==> src/rtl/aes_pkg.sv <==
// Shared AES types, round constants and inverse key-schedule FSM encoding.
// RCON is shared with the forward key generator.
package aes_pkg;

   typedef logic [31:0]  aes_word;
   typedef logic [127:0] aes_128;

   localparam int unsigned AES128_ROUNDS = 10;

   localparam logic [7:0] RCON [10] = '{
      8'h01, 8'h02, 8'h04, 8'h08, 8'h10,
      8'h20, 8'h40, 8'h80, 8'h1b, 8'h36
   };

   typedef enum logic [1:0] {
      IDLE,
      LOAD,
      EMIT
   } inv_kg_state_e;

   // Indices past the table return 0 so callers never read out of range.
   function automatic logic [7:0] aes_rcon(input logic [3:0] idx);
      logic [7:0] r;
      r = '0;
      if (idx < 4'd10) r = RCON[idx];
      return r;
   endfunction

endpackage

==> src/rtl/aes_inv_key_step.sv <==
// Combinational inverse AES-128 round-key step: round r key -> round r-1 key.
// The SubWord lookup is done by an external S-box via sub_o/sub_i.
module aes_inv_key_step
   import aes_pkg::*;
(
   input  aes_128     key,
   input  aes_word    sub_i,
   input  logic [7:0] rcon,
   output aes_128     prev_key,
   output aes_word    sub_o
);

   aes_word w0, w1, w2, w3;
   aes_word p0, p1, p2, p3;

   always_comb begin
      w0 = key[127:96];
      w1 = key[95:64];
      w2 = key[63:32];
      w3 = key[31:0];
      p3 = w3 ^ w2;
      p2 = w2 ^ w1;
      p1 = w1 ^ w0;
      // p3 is the previous round's w3; its RotWord feeds the S-box.
      sub_o = {p3[23:0], p3[31:24]};
      p0 = w0 ^ sub_i ^ {rcon, 24'h0};
      prev_key = {p0, p1, p2, p3};
   end

endmodule

==> src/rtl/aes_inv_key_gen.sv <==
// Inverse AES-128 key schedule: emits round keys 10..0 over valid/ready,
// using a shared external S-box for the SubWord step.
module aes_inv_key_gen
   import aes_pkg::*;
#(
   parameter int unsigned NUM_ROUNDS = AES128_ROUNDS
) (
   input  logic       clk,
   input  logic       nrst,
   input  logic       start_i,
   input  aes_128     key_last_i,
   input  aes_word    sub_i,
   output aes_word    sub_o,
   output aes_128     key_o,
   output logic [3:0] rnd_o,
   output logic       key_valid_o,
   input  logic       key_ready_i,
   output logic       busy_o,
   output logic       done_o
);

   inv_kg_state_e state_q, state_d;
   aes_128        key_q, key_d;
   logic [3:0]    rnd_q, rnd_d;
   logic          done_q, done_d;
   aes_128        prev_key;
   logic [7:0]    rcon_sel;

   // Round 0 has no predecessor; keep the RCON index in range there.
   assign rcon_sel = (rnd_q == '0) ? '0 : aes_rcon(rnd_q - 4'd1);

   aes_inv_key_step u_step (
      .key      (key_q),
      .sub_i    (sub_i),
      .rcon     (rcon_sel),
      .prev_key (prev_key),
      .sub_o    (sub_o)
   );

   always_comb begin
      state_d = state_q;
      key_d   = key_q;
      rnd_d   = rnd_q;
      done_d  = 1'b0;
      case (state_q)
         IDLE: begin
            if (start_i) begin
               key_d   = key_last_i;
               state_d = LOAD;
            end
         end
         LOAD: begin
            rnd_d   = 4'(NUM_ROUNDS);
            state_d = EMIT;
         end
         EMIT: begin
            if (key_ready_i) begin
               if (rnd_q != '0) begin
                  key_d = prev_key;
                  rnd_d = rnd_q - 4'd1;
               end else begin
                  state_d = IDLE;
                  done_d  = 1'b1;
               end
            end
         end
         default: state_d = IDLE;
      endcase
   end

   always_ff @(posedge clk or posedge nrst) begin
      if (nrst) begin
         state_q <= IDLE;
         key_q   <= '0;
         rnd_q   <= '0;
         done_q  <= 1'b0;
      end else begin
         state_q <= state_d;
         key_q   <= key_d;
         rnd_q   <= rnd_d;
         done_q  <= done_d;
      end
   end

   assign key_o       = key_q;
   assign rnd_o       = rnd_q;
   assign key_valid_o = (state_q == EMIT);
   assign busy_o      = (state_q != IDLE);
   assign done_o      = done_q;

endmodule

==> config.mk <==
export PLATFORM = sky130hd
export DESIGN_NAME = aes_inv_key_gen
export DESIGN_NICKNAME = d
export VERILOG_FILES = /design/src/rtl/aes_pkg.sv /design/src/rtl/aes_inv_key_step.sv /design/src/rtl/aes_inv_key_gen.sv
export SDC_FILE = /design/constraint.sdc
export NUM_CORES = 1
export LEC_CHECK = 0
export ABC_AREA = 1
export BUFFER_PORTS_ARGS = -buffer_cell sky130_fd_sc_hd__buf_2
export CAP_MARGIN = 25
export CORE_AREA = 2 2 127 129
export CTS_BUF_LIST = sky130_fd_sc_hd__clkbuf_4
export DETAILED_ROUTE_END_ITERATION = 10
export DIE_AREA = 0 0 129 131
export PLACE_DENSITY = 0.89
export SYNTH_ARGS = -nofsm -noshare
export SYNTH_HDL_FRONTEND = slang
export SYNTH_SLANG_ARGS = --single-unit
export TNS_END_PERCENT = 10
==> constraint.sdc <==
create_clock -name clk -period 7.6 [get_ports clk]
set_clock_uncertainty 0.2 [all_clocks]
set_input_delay 0.76 -clock clk [delete_from_list [all_inputs] [get_ports clk]]
set_output_delay 0.76 -clock clk [all_outputs]
set_load 0.01 [all_outputs]
Word-level counts from Yosys, hierarchy flattened
Memory sizes are Yosys's and may differ from the RTL's.
Cells that the tools add are included.

cells by class
  $add $sub $neg = 1
  $lt $le $gt $ge = 2
  equality and inequality tests = 6
  multiplexer cells = 18
  bitwise operators = 6
  reduce and logical (&&, ||, !) cells = 9

operator list
  operator                                                             number
  128-bit 2-to-1 mux                                                   3
  128-bit one-hot mux with 2 select lines                              1
  32-bit bitwise XOR                                                   5
  8-bit 2-to-1 mux                                                     4
  4-bit 2-to-1 mux                                                     2
  4-bit one-hot mux with 2 select lines                                1
  2-bit 2-to-1 mux                                                     3
  2-bit one-hot mux with 3 select lines                                1
  3-bit AND reduction                                                  2
  2-bit nonzero test                                                   3
  5-bit >= comparator (second input constant)                          1
  4-bit inverter with 5-bit output                                     1
  4-bit zero test                                                      1
  4-bit < comparator (second input constant)                           1
  2-bit by 1-bit != test with 1-bit output (second input constant)     2
  2-bit != test (second input constant)                                2
  4-bit AND reduction                                                  1
  4-bit nonzero test                                                   1
  4-bit by 1-bit subtractor with 4-bit output (second input constant)  1
  1-bit 2-to-1 mux                                                     3
  2-bit by 1-bit == test with 1-bit output (second input constant)     1
  2-bit == test (second input constant)                                1
  2-bit zero test                                                      1

word-level totals
  register bits = 135
  memory bits (read-only) = 128
  bits of input ports = 164
  word-level logic and storage cells = 47
  memories kept = 1

memory list
  memory            words  bits a word  read ports  clocked after memory_dff  wr ports  RTL line       text
  (name not given)  16     8            1           0                         0         aes_pkg.sv:25  if (idx < 4'd10) r = RCON[idx];

Depth between registers and ports, before layout
  word-level depth = 11
  gate-level depth with buffers = 12
  mapped depth without buffers = 12

By module
A second synthesis with hierarchy kept.

second synthesis, totals
  cells, all modules = 1284
  area total of the unflattened synthesis = 8767.2 um^2

by module, submodules not included
  module            times used  cells each  area each (um^2)  sequential area each (um^2)
  aes_inv_key_gen   1           1060        7175.6            3378.2
  aes_inv_key_step  1           224         1591.5            0.0

Worst setup path after synthesis
Ideal clock, no wire load.

  path kind = register to register
  from = register rnd_q[0] (netlist: rnd_o[0])
  to = register key_q[46] (netlist: key_o[46])
  arrival time = 1.731 ns
  data required time = 7.281 ns
  path slack = 5.551 ns
  cell stages (with the launch flop) = 11
  buffers on the path = 2
  clock period less this slack = 2.049 ns
  cells stage by stage = dfrtp_1 inv_1 ha_1 nand3_2 nor2_1 nor2_1 nand3_1 buf_4 buf_4 a21oi_1 o21a_1

on the way
  word-level cells in the longest chain between the ends = 3

ends and longest elaborated chain
  item                                                       RTL line               text
  start, declared                                            aes_inv_key_gen.sv:24  logic [3:0] rnd_q, rnd_d;
  start signal, assigned                                     aes_inv_key_gen.sv:80  rnd_q <= rnd_d;
  4-bit nonzero test                                         aes_inv_key_gen.sv:58  if (rnd_q != '0) begin
  2-bit by 1-bit != test with 1-bit output (no source line)  n/a
  4-bit AND reduction (no source line)                       n/a
  end signal, assigned                                       aes_inv_key_gen.sv:79  key_q <= key_d;
  end, declared                                              aes_inv_key_gen.sv:23  aes_128 key_q, key_d;

Every way passes these cells.
A chain may end at the register's enable or synchronous reset.

Final worst setup path
  from = register state_q[0]
  to = register key_q[114] (netlist: key_o[114])

on the way
  word-level cells in the longest chain between the ends = 3

ends and longest elaborated chain
  item                                                                               RTL line               text
  start, declared                                                                    aes_inv_key_gen.sv:22  inv_kg_state_e state_q, state_d;
  start signal, assigned                                                             aes_inv_key_gen.sv:78  state_q <= state_d;
  2-bit == test or 2-bit zero test (tied branches)                                   aes_inv_key_gen.sv:45  case (state_q)
  2-bit by 1-bit != test with 1-bit output (no source line) (tied with other cells)  n/a
  4-bit AND reduction (no source line)                                               n/a

Several ways; a longest one is shown, not always the timed one.

==> implementation parameters <==
Parameter                              Value

Layout
  Most used cells in the layout excluding fill and tap cells    sky130_fd_sc_hd__buf_2, sky130_fd_sc_hd__nand2_1, sky130_fd_sc_hd__dfrtp_1
  Share of cells above drive strength 1    29.3%
  Area occupied by multi-input gates    0.00376 mm²
  Sequential standard cell area    0.00338 mm²
  Fill cells    1,379
  Most common cell after layout, fill and taps aside    sky130_fd_sc_hd__buf_2
  Number of nets in the layout    1,477
  Final Instance Area    0.00965 mm²
  Area overhead of the layout relative to synthesis    24.8%

Global routing
  Maximum number of pins on one net before global-route repair    119
  Overall Global Routing Usage    27.4%
  First-pass GRT wire length    36,800 µm
  Number of global-route vias before repair    7,597
  Initial antenna violation count    2
  Residual overflow from global routing    0

CTS
  Count of instances resized after the clock tree is built    0
  Post-CTS Setup Inserts    0
  Clock tree sinks    135
  CTS tree    built
  Clock tree root driver cell    sky130_fd_sc_hd__clkbuf_4
  CTS H-Tree Depth    4
  Number of buffers inserted during clock tree synthesis    17
  Total of hold buffers inserted after clock tree synthesis    0
  Clock input transition at the sequential cells of the worst setup and hold paths    0.13 ns
  Number of buffers between clock root and the deepest sink    2
  Clock latency on the worst-skew pair    0.55 ns

STA
  Unrepaired setup endpoints after global routing    false
  Relative slew margins    29.6%
  Setup tns final    0 ns
  Fraction of the cycle the final worst path needs    53.5%
  Final Max Tran Viols    0
  Final setup vio count    0
  Maximum operating frequency    0.246 GHz
  Number of failing hold endpoints at the final stage    0
  Minimum period implied by the final worst setup slack    4.06 ns
  Transition at the pin with the smallest max-transition slack    1.06 ns

Floorplanning
  Floorplan die area    0.0169 mm²
  Core ar.    0.0156 mm²
  Standard-cell row count    46
  IO Count    331
  Die X-Extent    129 µm
  Vertical die dimension    131 µm
  Starting Density    49.6%

Worst setup path
  Setup crit start    state_q[0]$_DFFE_PP0P_
  Highest fanout seen on the critical path    106
  Startpoint types    flip-flop
  Critical path class    reg -> reg
  Startpoint of the worst register-to-register path    state_q[0]$_DFFE_PP0P_
  Category of the worst setup path capture point    flip-flop
  Endpoint of the lowest-slack register-to-register path    key_o[114]$_DFFE_PP0P_
  Destination of the critical timing path    key_o[114]$_DFFE_PP0P_
  Critical Path AT    4.33 ns
  Data required, critical path    7.86 ns
  Minimum setup slack among reg-to-reg paths    3.54 ns
  R2R cell count    11

Synth
  Post-synth net total    1,182
  Synth top area share    43.7%
  Share of the yosys chip area belonging to registers    43.7%
  Flop and latch count out of synthesis    135
  Top cells by area, synth    sky130_fd_sc_hd__dfrtp_1, sky130_fd_sc_hd__nand2_1, sky130_fd_sc_hd__nand3_1
  Mapped Cells    1,013
  Total standard cell area after synthesis    0.00773 mm²
  Cell variety after synth    33
  Count of yosys warnings during synthesis    0
  Most area-hungry cell type in the Yosys netlist    sky130_fd_sc_hd__dfrtp_1
  Post-Syn Area per Cell    7.63 µm²

Detailed routing
  Vias per cell    5.43
  Aggregate routed wire length    23,800 µm
  Total length of routed met3 wires    1900 µm
  DR pass1 iterations    6
  Met2 Wirelength    11,800 µm
  First DRT Iteration DRCs    571
  Count of antenna-violating nets left after detailed routing    0
  Length of routed wiring on met1    9400 µm
  Highest routed layer    met5
  Number of vias after detailed routing    8,350
  Post-DR wirelength/cell    15.5 µm
  # DRC    0

Placed design
  IO Port Bufs    330
  HPWL Detailed    16,600 µm
  Area after detailed placement    0.00939 mm²
  Final GP Congestion    0.859

Power
  Leakage dissipation    4.88 nW
  Worst voltage drop across the vdd grid    0.328 mV
  Power per cell area    509 mW/mm²
  Final Total Pwr    0.00491 W

Hold path
  Worst hold path class    in -> async

Run
  Total of max-cap violations    0

Outcome
  Status    complete, no violations
flip-flops by register name, summed over array words and instances (netlist names):
name	cells
done_o	1
key_o	128
rnd_o	4
state_q	2
worst min-delay path by stage:
stage	cells after the start	endpoint	slack, ns	from
floorplan	2	key_o[122]$_DFFE_PP0P_	0.38	key_o[122]$_DFFE_PP0P_
global placement	1	key_o[39]$_DFFE_PP0P_	0.35	key_o[39]$_DFFE_PP0P_
detailed placement	1	key_o[45]$_DFFE_PP0P_	0.35	key_o[45]$_DFFE_PP0P_
CTS	2	key_o[20]$_DFFE_PP0P_	0.09	nrst
global route	2	key_o[22]$_DFFE_PP0P_	0.11	nrst
finish	2	key_o[22]$_DFFE_PP0P_	0.09	nrst
cell families after synthesis:
kind of cell / count (synthesis) / share of synthesized area (%)
flip-flops: 135 / 43.7
AO/OA/AOI/OAI: 258 / 19.6
adder cells (fa/ha/maj): 5 / 0.809
buffers and inverters: 134 / 7.77
XOR/XNOR: 40 / 4.53
AND/OR/NAND/NOR: 441 / 23.6
through the flow:
step | util, % | cells | hold slack [ns] | worst slack, ns
6_report | 61.8 | 1538 | 0.0858 | 3.54
5_1_grt | 61.8 | 1538 | 0.110 | 3.22
4_1_cts | 61.6 | 1536 | 0.0948 | 3.17
3_5_place_dp | 60.2 | 1504 | 0.349 | 3.22
3_3_place_gp | 60.2 | 1504 | 0.347 | 3.37
2_1_floorplan | - | 1013 | 0.379 | 3.03
cells in the mapped netlist:
master and n:
sky130_fd_sc_hd__xor2_1 37, sky130_fd_sc_hd__a211oi_1 16, sky130_fd_sc_hd__inv_1 69, sky130_fd_sc_hd__buf_2 24
sky130_fd_sc_hd__a22oi_1 10, sky130_fd_sc_hd__a31oi_1 55, sky130_fd_sc_hd__a211oi_2 1, sky130_fd_sc_hd__nor2_1 86
sky130_fd_sc_hd__nand4_1 3, sky130_fd_sc_hd__or2_1 1, sky130_fd_sc_hd__a22oi_2 3, sky130_fd_sc_hd__xnor2_1 3
sky130_fd_sc_hd__a21oi_1 80, sky130_fd_sc_hd__nand3_1 97, sky130_fd_sc_hd__buf_1 1, sky130_fd_sc_hd__o22ai_1 10
sky130_fd_sc_hd__nand2_1 242, sky130_fd_sc_hd__nor3_1 2, sky130_fd_sc_hd__dfrtp_1 135, sky130_fd_sc_hd__buf_4 16
sky130_fd_sc_hd__ha_1 5, sky130_fd_sc_hd__buf_6 1, sky130_fd_sc_hd__o21ai_1 14, sky130_fd_sc_hd__o21ai_0 50
sky130_fd_sc_hd__nand2_4 1, sky130_fd_sc_hd__nand3_2 1, sky130_fd_sc_hd__a21o_1 2, sky130_fd_sc_hd__or2_0 1
sky130_fd_sc_hd__a21boi_0 1, sky130_fd_sc_hd__clkbuf_1 20, sky130_fd_sc_hd__inv_2 3, sky130_fd_sc_hd__o21a_1 16
sky130_fd_sc_hd__or2_2 7
routing by layer:
metal / up-vias / global-route usage [%]
met5: - / 0
met4: 2 / 11.5
met3: 54 / 6.39
met2: 414 / 46.7
met1: 3882 / 33.5
li1: 3998 / -
area by class of cell:
class                           count  area share, %
Clock buffer                       18           1.40
Inverter                           72           2.93
Antenna cell                        1         0.0259
Tap cell                          216           2.80
Clock inverter                     14          0.908
Timing Repair Buffer              338           18.0
Sequential cell                   135           35.0
Multi-Input combinational cell    744           38.9
worst max-delay path: stages, from the launching register on:
cell                      delay (ns)
sky130_fd_sc_hd__dfrtp_1        0.39
sky130_fd_sc_hd__inv_1          0.09
sky130_fd_sc_hd__nand2_4        0.26
sky130_fd_sc_hd__buf_4          0.74
sky130_fd_sc_hd__inv_4          0.38
sky130_fd_sc_hd__nand2_1        0.17
sky130_fd_sc_hd__nand3_2        0.13
sky130_fd_sc_hd__inv_6          0.45
sky130_fd_sc_hd__buf_4          0.32
sky130_fd_sc_hd__buf_16         0.33
sky130_fd_sc_hd__o21ai_0        0.19
sky130_fd_sc_hd__a22oi_1        0.17
report_power, final:
group | internal [W] | leakage (nW) | total [W] | switching (W)
Clock | 0.000127 | 0.114 | 0.000409 | 0.000281
Sequential | 0.00110 | 1.53 | 0.00156 | 0.000455
Combinational | 0.00112 | 3.23 | 0.00294 | 0.00182
Total | 0.00235 | 4.88 | 0.00491 | 0.00256
Note: power is estimated with default switching activity, not from simulation.
